$ cat src/rtl/vga_timing.sv
// vga_timing: free-running VGA raster generator advanced by a pixel strobe.
// All outputs are registered from the counter values before each strobe,
// so they lag the internal counters by one strobe.
// Optional macro VGA_TIMING_PIPE_EN adds one extra strobe of delay to
// hsync, vsync and disp_en so they line up with a frame RAM of one-strobe
// read latency. The default build leaves the macro undefined.
module vga_timing #(
   parameter int unsigned H_ACTIVE   = 800,
   parameter int unsigned H_FP       = 40,
   parameter int unsigned H_SYNC     = 128,
   parameter int unsigned H_BP       = 88,
   parameter int unsigned V_ACTIVE   = 480,
   parameter int unsigned V_FP       = 13,
   parameter int unsigned V_SYNC     = 3,
   parameter int unsigned V_BP       = 29,
   parameter logic        H_SYNC_POL = 1'b0,
   parameter logic        V_SYNC_POL = 1'b0
) (
   input  logic        clk,
   input  logic        reset_n,
   input  logic        pix_en,
   output logic [10:0] vga_h,
   output logic [10:0] vga_v,
   output logic        hsync,
   output logic        vsync,
   output logic        disp_en,
   output logic        line_start,
   output logic        frame_start
);

   localparam logic [10:0] H_VIS   = 11'(H_ACTIVE);
   localparam logic [10:0] H_LAST  = 11'(H_ACTIVE + H_FP + H_SYNC + H_BP - 1);
   localparam logic [10:0] HS_BEG  = 11'(H_ACTIVE + H_FP);
   localparam logic [10:0] HS_END  = 11'(H_ACTIVE + H_FP + H_SYNC);
   localparam logic [10:0] V_VIS   = 11'(V_ACTIVE);
   localparam logic [10:0] V_LAST  = 11'(V_ACTIVE + V_FP + V_SYNC + V_BP - 1);
   localparam logic [10:0] VS_BEG  = 11'(V_ACTIVE + V_FP);
   localparam logic [10:0] VS_END  = 11'(V_ACTIVE + V_FP + V_SYNC);

   logic [10:0] h_cnt;
   logic [10:0] v_cnt;
   logic        hsync_nxt;
   logic        vsync_nxt;
   logic        disp_en_nxt;

   // Raster position counters: h wraps each line, v steps on h wrap.
   always_ff @(posedge clk) begin
      if (!reset_n) begin
         h_cnt <= '0;
         v_cnt <= '0;
      end else if (pix_en) begin
         if (h_cnt == H_LAST) begin
            h_cnt <= '0;
            if (v_cnt == V_LAST) begin
               v_cnt <= '0;
            end else begin
               v_cnt <= v_cnt + 11'd1;
            end
         end else begin
            h_cnt <= h_cnt + 11'd1;
         end
      end
   end

   // Decode sync and visible-area levels from the current counter values.
   always_comb begin
      hsync_nxt   = ((h_cnt >= HS_BEG) && (h_cnt < HS_END)) ? H_SYNC_POL : ~H_SYNC_POL;
      vsync_nxt   = ((v_cnt >= VS_BEG) && (v_cnt < VS_END)) ? V_SYNC_POL : ~V_SYNC_POL;
      disp_en_nxt = (h_cnt < H_VIS) && (v_cnt < V_VIS);
   end

   // Registered position and line/frame pulses; pulses hold across stalls.
   always_ff @(posedge clk) begin
      if (!reset_n) begin
         vga_h       <= '0;
         vga_v       <= '0;
         line_start  <= 1'b0;
         frame_start <= 1'b0;
      end else if (pix_en) begin
         vga_h       <= h_cnt;
         vga_v       <= v_cnt;
         line_start  <= (h_cnt == '0);
         frame_start <= (h_cnt == '0) && (v_cnt == '0);
      end
   end

`ifdef VGA_TIMING_PIPE_EN
   logic hsync_d;
   logic vsync_d;
   logic disp_en_d;

   // Two strobe-qualified stages for the timing levels to cover RAM read latency.
   always_ff @(posedge clk) begin
      if (!reset_n) begin
         hsync_d   <= ~H_SYNC_POL;
         vsync_d   <= ~V_SYNC_POL;
         disp_en_d <= 1'b0;
         hsync     <= ~H_SYNC_POL;
         vsync     <= ~V_SYNC_POL;
         disp_en   <= 1'b0;
      end else if (pix_en) begin
         hsync_d   <= hsync_nxt;
         vsync_d   <= vsync_nxt;
         disp_en_d <= disp_en_nxt;
         hsync     <= hsync_d;
         vsync     <= vsync_d;
         disp_en   <= disp_en_d;
      end
   end
`else
   // Timing levels registered alongside the position outputs.
   always_ff @(posedge clk) begin
      if (!reset_n) begin
         hsync   <= ~H_SYNC_POL;
         vsync   <= ~V_SYNC_POL;
         disp_en <= 1'b0;
      end else if (pix_en) begin
         hsync   <= hsync_nxt;
         vsync   <= vsync_nxt;
         disp_en <= disp_en_nxt;
      end
   end
`endif

endmodule

$ cat config.mk
export PLATFORM = sky130hd
export DESIGN_NAME = vga_timing
export DESIGN_NICKNAME = d
export VERILOG_FILES = /design/src/rtl/vga_timing.sv
export SDC_FILE = /design/constraint.sdc
export NUM_CORES = 1
export LEC_CHECK = 0
export CAP_MARGIN = 15
export CORE_MARGIN = 8
export CORE_UTILIZATION = 40
export DETAILED_ROUTE_END_ITERATION = 8
export PLACE_DENSITY = 0.7
export SLEW_MARGIN = 15
export SYNTH_ARGS = -nofsm -noshare
export SYNTH_HDL_FRONTEND = slang
export SYNTH_SLANG_ARGS = --single-unit
$ cat constraint.sdc
create_clock -name clk -period 3.19 [get_ports clk]
set_input_delay 0.319 -clock clk [delete_from_list [all_inputs] [get_ports clk]]
set_output_delay 0.319 -clock clk [all_outputs]
set_load 0.005 [all_outputs]
==> impl_metrics.ini, run 1 <==
[clock_tree]
cts_buffers = 5
cts_tree = built
holdBufCountCts = 0
cts.path.max_buffers = 2
clk_latency_ns = 0.30
cts-root-buf = clkbuf_8
htree_levels = 2
post_cts_resized = 0
cts.clk_slew.worst_paths_ns = 0.08
cts_setup_buffers = 0
clkSinkCount = 49

[sta]
rsz0062_at_grt = no
finClkSkew_ns = 0.00565
slew_headroom_pct = 56.0
fin_crit_sh_pct = 67.3
final_max_slew_viol_count = 0
max_freq_mhz = 466
setup_tns_ns = 0
setup_viol = 0
hold_viol = 0
worst_pin_slew_ns = 0.656
period_needed_ns = 2.15

[synth]
synth-edff-count = 0
yosysSeqAreaShare_pct = 43.9
ys.flop_type = dfxtp_1
ys_warn_count = 0
yosysTopAreaCellShare_pct = 43.9
synthCells = 237
ys_ff_latch = 49
synth.most_common_cell = dfxtp_1
async_flop_share_pct = 0
synth_cell_type_count = 43
syn-cell-area_mm2 = 0.00224
avgSynthCellArea_um2 = 9.43
synth_commonest_cells = dfxtp_1, nor2b_1, mux2i_1, nor2_1, nand4_1
yosysTopAreaCell = dfxtp_1
syn-num-nets = 245
synthTopCellsByArea = dfxtp_1, mux2i_1, nor2b_1, nand4_1, ha_1

[routing]
avgRoutedWirePerCell_um = 14.0
avgViaCountPerCell = 5.15
remaining_drc_errors = 0
drt_iter0_drc = 90
first_pass_iters = 4
num_vias = 1725
totalWireLength_mm = 4.70
antenna_left = 0

[floorplanning]
die_h_um = 90.8
fp.dieArea_mm2 = 0.00824
start_util_pct = 41.1
rows = 27
io_pins = 30
core-area_mm2 = 0.00544
die_w_um = 90.8

[finish]
nNetsFinal = 270
area_growth_pct = 18.4
fin_util_pct = 48.7
drive_above_1_share_pct = 5.32
antenna_cells = 0

[worst_setup_path]
crit_slowest_cell = or4_1
cp_top_family = simple AND/OR/NAND/NOR gates
max_stage_delay_ns = 0.62
cp_max_fo = 20
start_kind = flop
cp-end-kind = flop
critical_path_class = flop to flop
required_ns = 3.41
cp_cell_sequence = ha_1 -> and4_4 -> nand4_2 -> or4_1 -> a21oi_1
r2r_setup_slack_ns = 1.04
cp.arrival_ns = 2.37
crit_buf_inv = 0

[flow_run]
cap_violations = 0

[placement]
io_buffers = 29
post-dp-hpwl_mm = 3.23
place.gp.congestion = 0.754

[pwr]
leakage_uw = 0.000946
powerDensity_mw_per_mm2 = 392
ir_drop_v = 0.000243

[grt]
grt.overflow.total = 0
grt_pass1_wl_mm = 8.16
antenna_found_initial = 0
grt_use_total_pct = 11.9
grt_max_degree = 44
grt_pass1_vias = 1671

[min_path]
min_path_type = input pin to flop

[run_status]
outcome = finished clean
path summary, 6_finish.rpt:
check / startpoint / end / cells past startpoint
setup / recovery: h_cnt[1] / v_cnt[8] / 5
hold reg to reg: line_start / line_start / 2
hold / removal: pix_en / vga_h[10] / 3
setup reg to reg: h_cnt[1] / v_cnt[8] / 5
logic make-up (layout without fill, tap and decap cells):
group                      after synthesis  count (layout)  share of synthesized area (%)
AOI/OAI and AO/OA                       34              34                           9.85
xor gates and xnor gates                10              10                           3.92
adders and majority gates                5               5                           2.80
buffers and inverters                   21              47                           4.14
DFF                                     49              49                           43.9
muxes                                   20              20                           8.95
and+or+nand+nor                         98              98                           26.5
routing by layer:
| layer | routed length (µm) | track usage [%] | up-vias |
|---|---|---|---|
| met5 | 0 | 0 | - |
| met4 | 68 | 4.85 | 0 |
| met3 | 292 | 4.16 | 7 |
| met2 | 2200 | 19.0 | 37 |
| met1 | 2140 | 14.3 | 791 |
| li1 | - | - | 890 |
registers in the layout, summed over array words and instances (netlist names):
signal and cells:
disp_en 1, vsync 1, h_cnt 11, frame_start 1, line_start 1, hsync 1
vga_v 11, v_cnt 11, vga_h 11
worst register-to-register path, cell delays in order (launching register included):
cell and delay [ns]:
dfxtp_1 0.42, ha_1 0.25, and4_4 0.27, nand4_2 0.36, or4_1 0.62, a21oi_1 0.16
final cells by class:
cell class	count	area, µm²
sequential	49	981
fill	500	2790
multi-input combinational	167	1160
timing repair buffer	31	300
tap	72	90.1
clock inverter	2	10.0
clock buffer	6	72.6
inverter	8	30.0
report_power, final:
| part | internal, µW | switching, µW |
|---|---|---|
| combinational | 32.0 | 31.1 |
| clock | 152 | 196 |
| sequential | 619 | 7.09 |
stage by stage:
stage	power, µW	instance area, µm²	setup slack, ns	instances	hold slack [ns]
global placement	703	2560	1.16	327	0.467
finish	1040	2650	1.04	335	0.445
CTS	1060	2650	1.04	335	0.439
global route	1090	2650	0.833	335	0.469
floorplan	682	2240	1.43	237	0.473
detailed placement	705	2560	1.07	327	0.474
layout by cell type, fill, tap and decap left out, types with 3 or more instances in the layout:
cell	synthesis	routed
a21boi_0	6	6
a21oi_1	9	9
and2_1	3	3
and4_1	3	3
clkbuf_8	0	5
clkdlybuf4s50_1	0	28
dfxtp_1	49	49
ha_1	5	5
inv_1	8	8
mux2i_1	20	20
nand2_1	9	9
nand2b_1	5	5
nand3_1	8	8
nand4_1	11	11
nor2_1	13	13
nor2b_1	23	23
nor4b_1	3	3
o21ai_0	4	4
o31ai_1	6	6
or3_1	4	4
or4_1	5	5
xnor2_1	4	4
xor2_1	6	6
(Power assumes the default switching activity.)
==> run 2: changes to the inputs <==
--- a/config.mk
+++ b/config.mk
@@ -9,7 +9,7 @@
 export CORE_MARGIN = 8
 export CORE_UTILIZATION = 40
 export DETAILED_ROUTE_END_ITERATION = 8
-export PLACE_DENSITY = 0.7
+export PLACE_DENSITY = 0.73
 export SLEW_MARGIN = 15
 export SYNTH_ARGS = -nofsm -noshare
 export SYNTH_HDL_FRONTEND = slang
==> constraint.sdc (replaced) <==
create_clock -name clk -period 1.9 [get_ports clk]
set_input_delay 0.19 -clock clk [delete_from_list [all_inputs] [get_ports clk]]
set_output_delay 0.19 -clock clk [all_outputs]
set_load 0.005 [all_outputs]
==> run 2 against run 1 <==
  * Clock power up 120%
  * Non-clock buffer count up 18
  * Die area unchanged
  * Largest power group unchanged
  * Largest cell class unchanged
  * Register-to-register slack worse by 0.92 ns
==> impl_metrics.ini, run 2 (synthesis gave the netlist of run 1 again) <==
[run_status]
outcome = finished clean

[clock_tree]
cts.clk_slew.worst_paths_ns = 0.09
cts_tree = built
clkSinkCount = 49
cts_setup_buffers = 0
cts_buffers = 5
clk_latency_ns = 0.30
post_cts_resized = 1
cts-root-buf = clkbuf_8
htree_levels = 2
holdBufCountCts = 0
cts.path.max_buffers = 2

[pwr]
p_int_uw = 1530
p_sw_uw = 399
comb_power_share_pct = 6.4
swShare_pct = 20.7
seq_power_share_pct = 54.2
clkPwrFrac_pct = 39.4
ir_drop_v = 0.000443
powerDensity_mw_per_mm2 = 684
leakage_uw = 0.00102

[placement]
place.gp.congestion = 0.780
dp_slack_ns = 0.0219
post-dp-hpwl_mm = 3.50
io_buffers = 29

[grt]
grt_max_degree = 32
gr-usage-met1_pct = 14.1
grt.overflow.total = 0
gr-usage-met3_pct = 3.91
top_usage_layer = met2
grt_pass1_vias = 1772
antenna_found_initial = 0
grt_use_met2_pct = 19.8
grt_use_total_pct = 11.9
grt_pass1_wl_mm = 8.23

[sta]
setup_viol = 0
setup_tns_ns = 0
fin_crit_sh_pct = 93.3
period_needed_ns = 1.77
setup_ws_ns = 0.127
finClkSkew_ns = 0.00800
slew_headroom_pct = 66.5
final_max_slew_viol_count = 0
fin_hold_ws_ns = 0.368
worst_pin_slew_ns = 0.497
rsz0062_at_grt = no
hold_viol = 0
max_freq_mhz = 564

[worst_setup_path]
cp-end-kind = flop
crit_start = h_cnt[1]
worstRegToRegCells = 5
cp_cell_sequence = ha_1 -> and4_4 -> nand4_4 -> or4_1 -> a21oi_1
r2r_setup_slack_ns = 0.13
cp_max_fo = 16
critical_path_class = flop to flop
crit_slowest_cell = or4_1
start_kind = flop
worstSetupEndpoint = v_cnt[7]
required_ns = 2.13
rr_endpoint = v_cnt[7]
cp.arrival_ns = 2.00
reg2reg_from = h_cnt[1]
max_stage_delay_ns = 0.56

[floorplanning]
die_w_um = 90.8
fp.dieArea_mm2 = 0.00824
io_pins = 30
die_h_um = 90.8
core-area_mm2 = 0.00544
rows = 27
start_util_pct = 41.1

[finish]
nNetsFinal = 288
nFillCells = 503
area_growth_pct = 26.3
drive_above_1_share_pct = 11.4
antenna_cells = 0
mostFrequentLayoutCells = dfxtp_1, clkdlybuf4s50_1, nor2b_1
final_common_cell = dfxtp_1

[routing]
avgRoutedWirePerCell_um = 13.7
remaining_drc_errors = 0
num_vias = 1806
antenna_left = 0
avgViaCountPerCell = 5.12
first_pass_iters = 4
totalWireLength_mm = 4.82
drt_iter0_drc = 66

[flow_run]
cap_violations = 0

[min_path]
min_path_cells = 3
min_path_type = input pin to flop
run 2: changes by cell type in the layout (fill, tap and decap cells not counted):
cell       change
buf_4         +18
clkinv_2       -2
bufinv_16      +1
clkbuf_8       +1
nand4_2        -1
nand4_4        +1
run 2: worst max-delay path: cells and delay by family, from the launching register on:
| family | cells | cell delay, ns |
|---|---|---|
| and+or+nand+nor | 3 | 1.04 |
| DFF | 1 | 0.34 |
| adders and majority gates | 1 | 0.17 |
| AOI/OAI and AO/OA | 1 | 0.14 |
run 2: power groups by stage:
stage	Combinational (µW)	Sequential [µW]	Clock, µW
6_report	123	1050	761
3_3_place_gp	124	1070	0
2_1_floorplan	72.7	1070	0
4_1_cts	125	1050	787
5_1_grt	135	1050	825
3_5_place_dp	125	1070	0
run 2: stage by stage:
stage / cell area (µm²) / utilization, % / total power, µW / cells
floorplan: 2240 / - / 1150 / 237
global placement: 2700 / 49.6 / 1200 / 345
detailed placement: 2700 / 49.6 / 1200 / 345
CTS: 2820 / 51.9 / 1960 / 353
global route: 2820 / 51.9 / 2010 / 353
finish: 2820 / 51.9 / 1930 / 353
run 2: worst min-delay path by stage:
stage	endpoint	slack, ns	from
floorplan	vga_h[5]	0.47	vga_h[5]
detailed placement	line_start	0.48	line_start
CTS	vga_h[10]	0.36	pix_en
global placement	vga_h[5]	0.47	vga_h[5]
finish	vga_h[10]	0.37	pix_en
global route	vga_h[10]	0.38	pix_en
run 2: area by class of cell:
cell class	count	area [µm²]	area share [%]
Inverter	8	30.0	1.06
Tap cell	72	90.1	3.19
Sequential cell	49	981	34.7
Timing Repair Buffer	49	435	15.4
Clock buffer	7	86.3	3.06
Multi-Input combinational cell	167	1170	41.5
Clock inverter	1	30.0	1.06
run 2: layer usage:
metal	vias up	share of wire (%)
li1	926	-
met1	836	46
met2	34	47
met3	10	4.9
met4	0	1.4
met5	-	0
==> run 3: changes to the inputs <==
--- a/config.mk
+++ b/config.mk
@@ -8,6 +8,7 @@
 export CAP_MARGIN = 15
 export CORE_MARGIN = 8
 export CORE_UTILIZATION = 40
+export CTS_CLUSTER_DIAMETER = 150
 export DETAILED_ROUTE_END_ITERATION = 8
 export PLACE_DENSITY = 0.73
 export SLEW_MARGIN = 15
==> results of run 3 <==
Final layout, timing and power as in run 2 (identical DEF).
